### src/rtl/didactic_selftest_pkg.sv
// Shared definitions for the Didactic GPIO loopback self-test engine.
//   - state_e      : run-control states (IDLE, PRIME, RUN, DONE)
//   - LFSR_W/TAP_* : pattern generator width and feedback taps
//   - DEFAULT_SEED : power-up LFSR value
//   - MAX_CH       : widest channel vector supported (first_err_ch is 5 bits)
//   - lowest_set() : index of the lowest set bit in a channel vector
package didactic_selftest_pkg;

  typedef enum logic [1:0] {
    IDLE  = 2'd0,
    PRIME = 2'd1,
    RUN   = 2'd2,
    DONE  = 2'd3
  } state_e;

  localparam int LFSR_W = 32;

  // Feedback taps for x^32 + x^22 + x^2 + x + 1 (bit positions, 0-based)
  localparam int TAP_A = 31;
  localparam int TAP_B = 21;
  localparam int TAP_C = 1;
  localparam int TAP_D = 0;

  localparam logic [LFSR_W-1:0] DEFAULT_SEED = 32'hACE1_0001;

  localparam int MAX_CH = 32;

  // Lowest-index set bit; returns 0 for an all-zero vector.
  function automatic logic [4:0] lowest_set(input logic [MAX_CH-1:0] v);
    logic [4:0] idx;
    idx = '0;
    for (int i = MAX_CH - 1; i >= 0; i--) begin
      if (v[i]) idx = 5'(i);
    end
    return idx;
  endfunction

endpackage

### src/rtl/selftest_lfsr.sv
// 32-bit Fibonacci LFSR used as the loopback pattern source.
// Shifts left; the new bit 0 is the XOR of the four feedback taps.
// Ports:
//   clk_in  : clock
//   reset   : synchronous active-high reset (loads RESET_VAL)
//   load_i  : load seed_i this cycle (has priority over en_i)
//   seed_i  : value loaded by load_i
//   en_i    : advance one step
//   q_o     : current LFSR state
module selftest_lfsr
  import didactic_selftest_pkg::*;
#(
  parameter logic [LFSR_W-1:0] RESET_VAL = DEFAULT_SEED
) (
  input  logic              clk_in,
  input  logic              reset,
  input  logic              load_i,
  input  logic [LFSR_W-1:0] seed_i,
  input  logic              en_i,
  output logic [LFSR_W-1:0] q_o
);

  logic [LFSR_W-1:0] lfsr_q;
  logic [LFSR_W-1:0] lfsr_d;
  logic              feedback;

  assign feedback = lfsr_q[TAP_A] ^ lfsr_q[TAP_B] ^ lfsr_q[TAP_C] ^ lfsr_q[TAP_D];

  always_comb begin
    lfsr_d = lfsr_q;
    if (load_i) begin
      lfsr_d = seed_i;
    end else if (en_i) begin
      lfsr_d = {lfsr_q[LFSR_W-2:0], feedback};
    end
  end

  always_ff @(posedge clk_in) begin
    if (reset) begin
      lfsr_q <= RESET_VAL;
    end else begin
      lfsr_q <= lfsr_d;
    end
  end

  assign q_o = lfsr_q;

endmodule

### src/rtl/didactic_io_selftest.sv
// GPIO loopback self-test engine for Didactic board bring-up.
// Drives an LFSR pattern on gpio_out, compares the looped-back gpio_in
// against a LOOP_LAT-delayed copy of the pattern for RUN_CYCLES cycles and
// keeps a saturating per-channel error count.
// Ports:
//   clk_in, reset   : clock, synchronous active-high reset
//   start_i         : start a run (accepted in IDLE or DONE)
//   abort_i         : return to IDLE, results held (wins over start_i)
//   inject_i        : flip gpio_out[0] this cycle (RUN only)
//   gpio_in         : looped-back channels (already synchronous to clk_in)
//   gpio_out/oe     : pattern and its output enable
//   busy/done/pass  : run status
//   err_count       : channel k at [k*ERR_W +: ERR_W]
//   first_err_ch/vld: lowest failing channel on the first failing compare
module didactic_io_selftest
  import didactic_selftest_pkg::*;
#(
  parameter int                N_CH       = 8,
  parameter int                LOOP_LAT   = 2,
  parameter int                RUN_CYCLES = 1000,
  parameter int                ERR_W      = 8,
  parameter logic [LFSR_W-1:0] SEED       = DEFAULT_SEED
) (
  input  logic                  clk_in,
  input  logic                  reset,
  input  logic                  start_i,
  input  logic                  abort_i,
  input  logic                  inject_i,
  input  logic [N_CH-1:0]       gpio_in,
  output logic [N_CH-1:0]       gpio_out,
  output logic                  gpio_oe,
  output logic                  busy,
  output logic                  done,
  output logic                  pass,
  output logic [N_CH*ERR_W-1:0] err_count,
  output logic [4:0]            first_err_ch,
  output logic                  first_err_vld
);

  localparam int CNT_MAX = (LOOP_LAT > RUN_CYCLES) ? LOOP_LAT : RUN_CYCLES;
  localparam int CNT_W   = $clog2(CNT_MAX + 1);
  localparam logic [CNT_W-1:0] PRIME_LAST = CNT_W'(LOOP_LAT - 1);
  localparam logic [CNT_W-1:0] RUN_LAST   = CNT_W'(RUN_CYCLES - 1);

  state_e                           state_q;
  logic [CNT_W-1:0]                 cnt_q;
  logic                             busy_q;
  logic                             done_q;
  logic                             pass_q;
  logic                             first_vld_q;
  logic [4:0]                       first_ch_q;
  logic [LOOP_LAT-1:0][N_CH-1:0]    exp_pipe_q;

  logic [LFSR_W-1:0] lfsr_q;
  logic [N_CH-1:0]   pattern;
  logic [N_CH-1:0]   exp_bits;
  logic [N_CH-1:0]   mism;
  logic [N_CH-1:0]   err_nz_d;
  logic              active;
  logic              in_run;
  logic              restart;
  logic              compare_en;
  logic              unused_lfsr_bits;

  assign active     = (state_q == PRIME) || (state_q == RUN);
  assign in_run     = (state_q == RUN);
  assign restart    = ((state_q == IDLE) || (state_q == DONE)) && start_i && !abort_i;
  // An aborting RUN cycle does not count: the results freeze as they stood.
  assign compare_en = in_run && !abort_i;

  assign pattern          = lfsr_q[N_CH-1:0];
  assign unused_lfsr_bits = ^lfsr_q;

  selftest_lfsr #(
    .RESET_VAL(SEED)
  ) u_lfsr (
    .clk_in(clk_in),
    .reset (reset),
    .load_i(restart),
    .seed_i(SEED),
    .en_i  (active),
    .q_o   (lfsr_q)
  );

  // Expected-value chain: fed with the un-injected pattern so an injected
  // fault on gpio_out shows up as a mismatch LOOP_LAT cycles later.
  always_ff @(posedge clk_in) begin
    if (reset) begin
      exp_pipe_q <= '0;
    end else if (active) begin
      exp_pipe_q[0] <= pattern;
      for (int i = 1; i < LOOP_LAT; i++) begin
        exp_pipe_q[i] <= exp_pipe_q[i-1];
      end
    end
  end

  assign exp_bits = exp_pipe_q[LOOP_LAT-1];
  assign mism     = (gpio_in ^ exp_bits) & {N_CH{compare_en}};

  // Per-channel saturating error counters.
  genvar gi;
  generate
    for (gi = 0; gi < N_CH; gi++) begin : g_ch
      logic [ERR_W-1:0] err_q;
      logic [ERR_W-1:0] err_d;

      always_comb begin
        err_d = err_q;
        if (restart) begin
          err_d = '0;
        end else if (mism[gi] && (err_q != {ERR_W{1'b1}})) begin
          err_d = err_q + 1'b1;
        end
      end

      always_ff @(posedge clk_in) begin
        if (reset) begin
          err_q <= '0;
        end else begin
          err_q <= err_d;
        end
      end

      assign err_nz_d[gi]                 = |err_d;
      assign err_count[gi*ERR_W +: ERR_W] = err_q;
    end
  endgenerate

  // Run control with registered status outputs.
  always_ff @(posedge clk_in) begin
    if (reset) begin
      state_q     <= IDLE;
      cnt_q       <= '0;
      busy_q      <= 1'b0;
      done_q      <= 1'b0;
      pass_q      <= 1'b0;
      first_vld_q <= 1'b0;
      first_ch_q  <= '0;
    end else if (abort_i) begin
      state_q <= IDLE;
      cnt_q   <= '0;
      busy_q  <= 1'b0;
      done_q  <= 1'b0;
      pass_q  <= 1'b0;
    end else begin
      case (state_q)
        IDLE, DONE: begin
          if (start_i) begin
            state_q     <= PRIME;
            cnt_q       <= '0;
            busy_q      <= 1'b1;
            done_q      <= 1'b0;
            pass_q      <= 1'b0;
            first_vld_q <= 1'b0;
            first_ch_q  <= '0;
          end
        end
        PRIME: begin
          if (cnt_q == PRIME_LAST) begin
            state_q <= RUN;
            cnt_q   <= '0;
          end else begin
            cnt_q <= cnt_q + 1'b1;
          end
        end
        RUN: begin
          if ((|mism) && !first_vld_q) begin
            first_vld_q <= 1'b1;
            first_ch_q  <= lowest_set(MAX_CH'(mism));
          end
          if (cnt_q == RUN_LAST) begin
            state_q <= DONE;
            cnt_q   <= '0;
            busy_q  <= 1'b0;
            done_q  <= 1'b1;
            // Uses next-state counts so the final compare is included.
            pass_q  <= ~|err_nz_d;
          end else begin
            cnt_q <= cnt_q + 1'b1;
          end
        end
        default: begin
          state_q <= IDLE;
        end
      endcase
    end
  end

  assign gpio_out      = active ? (pattern ^ N_CH'(inject_i && in_run)) : '0;
  assign gpio_oe       = busy_q;
  assign busy          = busy_q;
  assign done          = done_q;
  assign pass          = pass_q;
  assign first_err_ch  = first_ch_q;
  assign first_err_vld = first_vld_q;

endmodule

### config.mk
export PLATFORM = sky130hd
export DESIGN_NAME = didactic_io_selftest
export DESIGN_NICKNAME = d
export VERILOG_FILES = /design/src/rtl/didactic_selftest_pkg.sv /design/src/rtl/selftest_lfsr.sv /design/src/rtl/didactic_io_selftest.sv
export SDC_FILE = /design/constraint.sdc
export NUM_CORES = 1
export LEC_CHECK = 0
export CORE_MARGIN = 2
export CORE_UTILIZATION = 35
export DETAILED_ROUTE_END_ITERATION = 16
export PLACE_DENSITY_LB_ADDON = 0.08
export SLEW_MARGIN = 15
export SYNTH_ARGS = -nofsm -noshare
export SYNTH_HDL_FRONTEND = slang
export SYNTH_HIERARCHICAL = 1
export SYNTH_SLANG_ARGS = --single-unit
### constraint.sdc
create_clock -name clk_in -period 5.7 [get_ports clk_in]
set_input_delay 0.57 -clock clk_in [delete_from_list [all_inputs] [get_ports clk_in]]
set_output_delay 0.57 -clock clk_in [all_outputs]
set_load 0.01 [all_outputs]
==> impl.org, run 1 <==
** STA
- Setup violations remaining at the end of the flow were counted as 0.
- Static timing analysis puts the maximum clock frequency at 253.2 MHz.
- Hold is met by 468.1 ps.
- Measured against its own limit, the worst slew margin works out to 29.70%.
- Setup total negative slack on the finished layout was measured at 0 ps.
- At the pin with the least slew margin, the transition time is 1055 ps.
- In the finished design, the share of the clock period the worst path needs comes to 69.29%.
- The number of max-slew violations in the final report is 0.
- Skew final :: 6.184 ps
- Shortest clock period the worst path allows after layout :: 3949 ps
- Unrepaired setup endpoints after global routing :: false
- Number of endpoints with negative hold slack in the final report :: 0

** GRT
- Wire length of the first global-routing pass :: 29.37 mm
- The initial antenna violation count was 0.
- GRT Resource Usage Total :: 18.38%
- Global routing finished with a remaining overflow of 0.
- Entering global routing, the biggest net connects 77 pins.
- Vias in the first global route :: 5,418

** Route
- Summed over all layers, the routed wires come to 18.44 mm.
- The count of nets left with antenna violations once routing finished came out at 0.
- Using the TritonRoute via totals, the vias-per-cell ratio works out to 4.944.
- Iteration-0 DRC count of the detailed router :: approximately 350
- Post-detailed-route wirelength per cell :: around 15 µm
- The first TritonRoute pass finished after 5 iterations.
- After detailed routing, the number of remaining DRC violations is 0.
- Vias after detailed routing :: around 5.9k

** Floorplanning
- The total area inside the core boundary comes to 19,270 µm².
- Site Rows :: 51
- For this configuration, the core starts out at a cell density of roughly 35%.
- Measured along the x axis, the die boundary spans 143.6 µm.
- Top-level port count :: between 90 and 100
- Die Height :: 143.6 µm
- The die covers 20,620 µm².

** Critical path
- Startpoint of the worst-slack reg-to-reg timing path :: state_q[0]
- Data on the critical path is required at its endpoint by between 6000 and 7000 ps.
- Kind of end point of the critical path :: register
- Class of the most critical setup path :: register to register
- At the worst endpoint, the arrival time is 4310 ps.
- Crit path launch :: state_q[0]
- CP max FO :: 16
- STA classifies the critical path startpoint as a register.

** Synthesis
- After synthesis the netlist holds a flip-flop and latch count of 131.
- The mapped netlist covers 6822 µm².
- Sequential cells were found to cover 38.44% of the synthesized design area.
- Asr flop ratio synth :: 0%
- Of the total synthesized cell area, the portion taken by XOR and XNOR cells is 5.723%.
- Of the post-synthesis cell area, the dominant cell type holds 38.44%.
- Most instantiated flip-flop cell in the synthesis netlist :: dfxtp_1
- In this run, synthesis inferred 0 flip-flops with an integrated enable.
- Number of distinct library cells after synthesis :: 68
- Summing the areas of all compound-gate instances in the mapped netlist gives 11.79% of the synthesized area.
- During synthesis, Yosys emitted a total of 6 warnings.
- Synthesized instance count :: 808
- Post-synthesis cell type with the largest combined area :: dfxtp_1
- Multiplexer share of the synthesized area :: 10.60%
- Biggest area contributors in the synthesized netlist :: dfxtp_1, nor2_1, mux2i_1, mux2_1, nand2_1
- The synthesized netlist devotes 2.384% of its cell area to adder and majority cells.
- Post-Syn Area per Cell :: 8.443 µm²
- Largest family of logic cells by synthesized area :: simple AND/OR/NAND/NOR gates
- Simple-Gate Fraction of Synth Area :: 27.11%

** Min path
- The worst hold path belongs to the class register to register.
- Start point of the worst hold path :: done

** CTS
- No sink is reached through more buffers than the 2 on the longest clock path.
- Clock tree synthesis selected as its root buffer the cell clkbuf_16.
- TritonCTS built the clock tree.
- Counting every sink on the clock net gives 131.
- Clock buffers created by TritonCTS :: 17
- Clock transition time at the flip-flop clock pins of the worst setup and hold paths :: 60 ps
- At the later pin of the worst-skew pair, clock insertion delay measures 420 ps.
- Resize count post-CTS :: 0
- Buffers inserted to repair hold after CTS numbered 0.
- Setup Buffers After CTS :: 0
- Total number of H-tree levels :: 4

** Layout
- Most common cell after layout, fill and taps aside :: dfxtp_1
- Proportion of layout cells with a drive suffix above 1 :: 5.933%
- Area growth, synth to finish :: 26.63%
- Commonest cells after routing, fill and taps aside :: dfxtp_1, nor2_1, clkdlybuf4s50_1
- Post-layout nets :: between 900 and 1k
- Number of antenna cells inserted :: 0

** Place
- Routability-driven placement finished with a final weighted congestion of 0.8554.
- Number of port buffers :: 92
- DP Wirelength :: 13.24 mm

** Power
- Total leakage power :: 3.270 nW
- Total power divided by cell area :: 264.7 nW/µm²
- PnR Total Power :: 2.287 mW
- Highest ir drop seen on vdd :: approximately 0.2 mV

** Run
- # Max-Cap Violations :: 0

** Run status
- Run status :: finished clean
==> worst max-delay path, cell delays in order, from the launching register on <==
cell	delay [ps]
dfxtp_1	330
inv_1	70
ha_1	470
nand2b_1	510
a211oi_1	850
mux2i_1	310
nand2_1	60
or3_1	310
or4_1	520
o31ai_1	280
a32o_1	160
==> cell type report <==
class	instances	area [µm²]
tap	265	331.6
clock inverter	9	126.4
fill	2000	10630
multi-input combinational	653	4058
sequential	131	2623
timing repair buffer	98	960.9
clock buffer	23	488.0
inverter	13	51.30
==> path summary, 6_finish.rpt <==
kind,end,slack (ps),depth (start not counted)
worst max register to register,pass,1750,10
worst max-delay path,pass,1750,10
worst min-delay path,done,470,2
worst min register to register,done,470,2
==> state kept, by name, summed over array words and instances, names as in the netlist <==
signal	flops
cnt_q	10
first_err_ch	3
exp_pipe_q	8
state_q	2
busy	1
done	1
first_err_vld	1
exp_bits	8
pass	1
g_ch.err_q	64
u_lfsr/q_o	32
==> stage by stage <==
stage               instance area, µm²  instances  util, %  setup WS (ps)
finish                            8638       1192    44.83           1751
global route                      8638       1192    44.83           1521
CTS                               8638       1192    44.83           1787
detailed placement                8024       1160    41.64           1597
global placement                  8024       1160    41.64           1726
floorplan                         6942        840        -           2778
==> report_power, final <==
part	total (mW)	internal, mW	switching, mW	leakage (nW)
registers	0.954	0.940	0.0144	1.06
clock network	1.14	0.732	0.407	0.303
logic	0.193	0.0782	0.115	1.91
total	2.29	1.75	0.536	3.27
==> Yosys cell counts (9+ instances only) <==
library cell    n
clkbuf_1       24
o21ai_0        16
nor2_1        110
mux2i_1        34
xor2_1         22
a21oi_1        55
nor3b_1        10
nand4_1        19
xnor2_1        18
nor2b_1        19
nand2_1        81
dfxtp_1       131
nand3_1        33
buf_4           9
inv_1          12
nor3_1         22
ha_1           13
nand2b_1       21
mux2_1         29
and3_1         14
==> cell families after synthesis <==
group | after synthesis
AOI/OAI and AO/OA | 124
xor gates and xnor gates | 42
adders and majority gates | 13
buffers and inverters | 56
DFF | 131
muxes | 68
other | 2
and+or+nand+nor | 372
==> layer usage <==
metal | vias to the layer above | routed length [µm] | track usage, % | part of all wire [%]
li1 | 3042 | - | - | -
met1 | 2718 | 9064 | 24.70 | 49
met2 | 103 | 8275 | 28.30 | 45
met5 | - | 0 | 0 | 0
met4 | 0 | 409 | 7.327 | 2.2
met3 | 30 | 693 | 4.532 | 3.8
Note: power is estimated with default switching activity, not from simulation.
==> inputs of run 2 (changes only) <==
clock period = 3.29 ns   (was 5.7 ns; I/O delays follow)
==> impl.org, run 2 (synthesis results as in run 1) <==
** Place
- Routability-driven placement finished with a final weighted congestion of between 0.8 and 0.9.
- DP Wirelength :: 13.88 mm
- Number of port buffers :: 92

** Critical path
- Worst Setup Start Kind :: register
- The worst register-to-register path begins at state_q[0].
- Data required, critical path :: 3640 ps
- The critical path starts at state_q[0].
- Reg2reg end :: pass
- STA classifies the critical path endpoint as a register.
- Along the worst path, the maximum fanout reaches 5.
- Critical Path, Cell by Cell :: inv_1, ha_1, buf_4, nand3b_1, a2111oi_0, o21bai_1, o2111ai_1, or3_1, or4_1, o31ai_1, a32o_1
- On the worst path, the slowest cell contributes a delay of about 530 ps.
- The critical path in this run is classified as register to register.
- FF-to-FF setup slack :: 230 ps
- Cell with the largest stage delay on the worst path :: or4_1
- For the worst flop-to-flop path, the logic depth is 11.
- STA puts the critical path data arrival time at between 3000 and 4000 ps.

** Power
- Highest ir drop seen on vdd :: 0.3371 mV
- Total power divided by cell area :: around 440 nW/µm²
- For this design the static power due to leakage is approximately 3.4 nW.

** Floorplanning
- Top-level port count :: 95
- The die is 143.6 µm tall.
- The floorplan step set the die width to 143.6 µm.
- The initial utilization of the core area, before any placement, comes to 35.40%.
- Overall die area :: 20,620 µm²
- The floorplan step defined a core boundary enclosing 19,270 µm².
- The initialized floorplan defines 51 standard-cell rows.

** Route
- Post-detailed-route wirelength per cell :: 15.34 µm
- Vias per cell :: 4.931
- Detailed routing placed a total of 861 µm of wire on met3.
- Iteration-0 DRC count of the detailed router :: around 360
- Vias after detailed routing :: just over 6k
- The detail route stage leaves a number of antenna-violating nets equal to 0.
- After detailed routing, no signal wire sits above met4.
- Summed over all layers, the routed wires come to between 15 and 20 mm.
- The first detailed-routing pass took 5 iterations.
- Met2 wire len :: 8.600 mm
- In the routed design, unresolved DRC markers number 0.
- Length of routed wiring on met1 :: slightly below 9 mm

** CTS
- Clock buffers created by TritonCTS :: 17
- Clock-pin slew was measured on the worst setup and hold paths at 60 ps.
- Worst-Skew Late Latency :: ~420 ps
- The clock passes through at most 2 buffers.
- TritonCTS built the clock tree.
- Total clock sinks :: approximately 130
- Root Driver :: clkbuf_16
- CTS built an H-tree with a depth of 4.

** Min path
- The worst hold path was traced through 2 stages.
- For hold timing, the worst endpoint is exp_bits[2].
- Hold Path Class :: input pin to register
- Start point of the worst hold path :: reset

** STA
- Setup repair after global routing left no endpoint under its margin.
- The number of endpoints with negative hold slack in the final report was 0.
- Timing would allow up to 326.5 MHz.
- Shortest clock period the worst path allows after layout :: 3062 ps
- Setup violations remaining at the end of the flow were counted as 0.
- Skew final :: 8.258 ps
- After layout, the worst path uses 93.08% of the clock period.
- Total count of max-transition violations in the final report :: 0
- Hold is met by between 300 and 400 ps.
- At the pin with the least slew margin, the transition time is 647.5 ps.
- Normalized max-slew margin :: 56.38%
- Total Neg Setup Slack :: 0 ps

** Layout
- The filler cells instantiated in the layout total slightly below 2k.
- Most common cell after layout, fill and taps aside :: dfxtp_1
- The area growth from synthesis to layout is 30.37%.
- 0 antenna diodes ended up in the layout.
- After the last flow step, the layout net total stands at 973.
- At the end of the flow the core is filled with cells to a little under half.
- Counting flops per register, the top entry is g_ch.err_q.
- In the final layout, the share of cells above drive strength 1 is a little under a tenth.
- The register with the most flip-flops in the layout has 64 of them.
- Commonest cells after routing, fill and taps aside :: dfxtp_1, nor2_1, clkdlybuf4s50_1

** Run status
- The run finished with clean final reports.

** GRT
- The first global-routing pass estimated 29.95 mm of wire.
- The number of global-route vias before repair was 5,541.
- Entering global routing, the biggest net connects 47 pins.
- Antenna violations before repair :: 0
- Sum of overflow across all layers after global routing :: 0
- GRT Resource Usage Total :: a little under a fifth

** Run
- The tool flagged a number of max-cap violations equal to 0.
==> run 2: changes by cell type in the layout (fill, tap and decap cells not counted), moves of 2 or more <==
cell,previous run,this run
clkinvlp_4,1,4
buf_12,0,2
clkbuf_8,4,2
buf_4,6,37
==> run 2: report_power, final <==
part | switching [mW] | total (mW) | internal, mW
clock network | 0.733 | 1.89 | 1.16
registers | 0.0251 | 1.65 | 1.63
logic | 0.203 | 0.357 | 0.154
total | 0.961 | 3.90 | 2.94
==> run 2: metal layers <==
metal,up-vias,global-route usage [%]
met2,130,29.07
li1,3115,-
met4,0,7.430
met1,2779,25.48
met5,-,0
met3,17,3.799
==> run 2: worst max-delay path by stage <==
| stage | endpoint | slack (ps) |
|---|---|---|
| finish | pass | 230 |
| global route | pass | 20 |
| CTS | pass | 190 |
| detailed placement | pass | -20 |
| global placement | pass | 20 |
| floorplan | pass | 380 |
==> run 2: stage by stage <==
step / power [mW] / instance area, µm² / cells / setup WS, ps
after detailed placement: 2.048 / 8297 / 1193 / -19.10
after global placement: 2.048 / 8297 / 1193 / 20.37
after global routing: 4.055 / 8894 / 1225 / 20.64
after CTS: 3.957 / 8885 / 1225 / 191.6
after floorplan: 1.940 / 6942 / 840 / 381.4
final: 3.898 / 8894 / 1225 / 227.6
==> run 2: repair_timing <==
item | in CTS | in global routing
buffers inserted | 0 | 0
endpoints found under the hold margin | 0 | 0
endpoints found under the setup margin | 0 | 1
hold buffers | 0 | 0
resized for setup | 0 | 3
==> run 2: area by class of cell <==
type,count,area [µm²],area share [%]
repair buffers,131,1234,13.87
inverters,13,51.30,0.5768
clock buffers,20,456.7,5.135
multi-input cells,653,4066,45.72
well taps,265,331.6,3.728
clock inverters,12,131.4,1.477
flip-flops and latches,131,2623,29.49
==> run 2: worst max-delay path: cells and delay by family (launching register included) <==
| family | cells | cell delay [ps] |
|---|---|---|
| flip-flops | 1 | 340 |
| buffers and inverters | 2 | 250 |
| AO/OA/AOI/OAI | 5 | 1100 |
| adder cells (fa/ha/maj) | 1 | 260 |
| AND/OR/NAND/NOR | 3 | 1050 |
==> inputs of run 3 (changes only) <==
CORE_UTILIZATION = 50   (was 35)
==> impl.org, run 3 (synthesis results as in run 1) <==
** GRT
- GRT Resource Usage Total :: 25.98%
- Global routing consumed, on the met2 layer, 44.24% of the routing resources.
- Antenna violations before repair :: 0
- Routing usage on met3 :: 5.896%
- Met1 capacity usage during global routing :: about a third
- The number of global-route vias before repair came to 6,030.
- Wire length of the first global-routing pass :: 29.90 mm
- Sum of overflow across all layers after global routing :: 0
- The layer flagged by global routing as most heavily used is met2.
- Entering global routing, the biggest net connects between 70 and 80 pins.

** CTS
- The tree is rooted in a clkbuf_16.
- In this run, CTS created clock tree buffers numbering 17.
- Total clock sinks :: about 130
- For the worst-skew pair, the clock arrives at the later sink with an insertion delay of 430 ps.
- Bufs on Longest Clock Path :: 2
- Hold buffer count at cts :: 0
- CTS built an H-tree with a depth of 4.
- Clock transition time at the flip-flop clock pins of the worst setup and hold paths :: 60 ps
- TritonCTS built the clock tree.

** Critical path
- Cell type with the highest occurrence count on the critical path :: or4_1
- Critical Path, Cell by Cell :: inv_1, ha_1, nand2b_1, buf_4, or3_4, nor2b_2, a31oi_1, or4_1, or4_1, o31ai_1, a32o_1
- For this run, the slowest stage of the critical path takes 520 ps.
- Crit-path leading delay family :: simple AND/OR/NAND/NOR gates
- STA classifies the critical path endpoint as a register.
- By startpoint and endpoint, the worst setup path is classified as register to register.
- Cell with the largest stage delay on the worst path :: or4_1
- Data required, critical path :: roughly 3700 ps
- Data arrives at the worst endpoint at about 3400 ps.
- The critical path contains buffers and inverters numbering 2 combined.
- STA classifies the critical path startpoint as a register.
- CP max FO :: 5

** Layout
- Finished Cell Area :: 8700 µm²
- g_ch.err_q holds more flip-flops than any other register.
- The register with the most flip-flops in the layout has 64 of them.
- Area growth, synth to finish :: 27.53%
- Of the cells placed in the final design, the portion with a size suffix greater than 1 is 8.805%.
- Post-layout nets :: 968
- Commonest cells after routing, fill and taps aside :: dfxtp_1, nor2_1, clkdlybuf4s50_1
- The library cell used most frequently in the layout, excluding fill and tap cells, is dfxtp_1.
- Number of antenna cells inserted :: 0

** STA
- Clock skew on the completed layout was measured at 8.510 ps.
- Dividing the final minimum period by the clock period gives a little over 90%.
- Transition time of the tightest slew-check pin :: 782.7 ps
- The number of max-slew violations in the final report was 0.
- Fmax :: ~330 MHz
- Setup violations remaining at the end of the flow were counted as 0.
- Setup repair after global routing left no endpoint under its margin.
- The number of endpoints with negative hold slack in the final report came to 0.
- Shortest clock period the worst path allows after layout :: 3041 ps
- Total Neg Setup Slack :: 0 ps
- Headroom to the max-slew limit came out at 47.82%.

** Place
- Detailed placement ended at an HPWL of 13.62 mm.
- Number of port buffers :: 92
- After detailed placement, the total cell area comes to ~8000 µm².
- Routability-driven placement finished with a final weighted congestion of 0.8551.

** Power
- Switching part of the total :: about 24%
- Dividing total power by cell area gives a power density of 441.9 nW/µm².
- Total leakage power :: between 3 and 4 nW
- In this run, flip-flops and latches consume 43.0% of the power.
- Highest ir drop seen on vdd :: 0.3164 mV
- Clock Power Share :: between 40% and 50%
- Net switching power :: 0.9412 mW
- Cell internal power was estimated by the tool at 2.903 mW.
- Relative contribution of combinational cells to total power :: a little under a tenth

** Route
- Post-detailed-route wirelength per cell :: 16.30 µm
- Number of search-and-repair iterations in the first detailed-routing pass :: 5
- Routed Antenna Nets :: 0
- The first routing iteration left between 300 and 400 violations.
- For this run, design rule violations remaining after detail routing come to 0.
- Vias per cell :: 5.555
- Vias after detailed routing :: 6,277
- Wire length reported by the detailed router :: 18.42 mm

** Floorplanning
- The floorplan step defined a die boundary enclosing 14,590 µm².
- Top-level port count :: between 90 and 100
- The floorplan step set the die width to around 120 µm.
- Site Rows :: 42
- In this run the vertical extent of the chip is 120.8 µm.
- The total area inside the core boundary comes to approximately 13,000 µm².
- Once the floorplan was initialized, standard cells occupied 51.31% of the core.

** Min path
- Hold Path Class :: input pin to register

** Run status
- The flow ran to the end, and the final reports show no timing, DRC or antenna violations.

** Run
- # Max-Cap Violations :: 0
[run 3: changes by cell type in the layout (fill, tap and decap cells not counted), sizes merged]
cell / before / now
buf: 40 / 35
clkbuf: 20 / 18
clkinv: 5 / 6
[run 3: cell type report]
type / count / area [µm²]
inverters: 13 / 51.30
well taps: 176 / 220.2
clock inverters: 13 / 136.4
flip-flops and latches: 131 / 2623
fillers: 1143 / 4596
multi-input cells: 653 / 4059
repair buffers: 126 / 1171
clock buffers: 18 / 439.2
[run 3: metrics by stage]
step / cells / total power [mW] / setup WS, ps / utilization (%) / hold WS, ps
2_1_floorplan: 840 / 1.940 / 381.4 / - / 460.1
3_3_place_gp: 1099 / 2.027 / 40.74 / 61.10 / 443.8
3_5_place_dp: 1099 / 2.038 / 21.89 / 61.10 / 452.2
4_1_cts: 1130 / 3.875 / 203.2 / 65.42 / 355.7
5_1_grt: 1130 / 3.990 / 20.66 / 65.43 / 378.3
6_report: 1130 / 3.844 / 249.3 / 65.43 / 381.6
[run 3: worst paths after layout]
check	cells after the start	slack [ps]	start	endpoint
worst min-delay path	3	380	reset	pass
worst min register to register	2	460	first_err_ch[2]	first_err_ch[2]
worst max register to register	11	250	state_q[0]	pass
worst max-delay path	11	250	state_q[0]	pass
[run 3: routing by layer]
| metal | routed length [µm] | vias to the layer above |
|---|---|---|
| met1 | 7889 | 2979 |
| met3 | 905 | 31 |
| met5 | 0 | - |
| met4 | 459 | 0 |
| li1 | - | 3101 |
| met2 | 9162 | 166 |
[run 3: worst register-to-register path: stages (launching register included)]
cell	delay [ps]
dfxtp_1	340
inv_1	70
ha_1	240
nand2b_1	130
buf_4	180
or3_4	390
nor2b_2	140
a31oi_1	100
or4_1	520
or4_1	440
o31ai_1	300
a32o_1	150
[run 3: repair_timing]
| action | in CTS | in global routing |
|---|---|---|
| endpoints found under the setup margin | 0 | 1 |
| buffers inserted | 0 | 0 |
| gates resized for setup | 0 | 1 |
[run 3: power groups by stage]
stage	Sequential (mW)	Clock [mW]	Combinational (mW)
5_1_grt	1.66	1.94	0.389
4_1_cts	1.65	1.87	0.351
3_3_place_gp	1.69	0	0.341
2_1_floorplan	1.68	0	0.259
3_5_place_dp	1.69	0	0.349
6_report	1.65	1.84	0.353
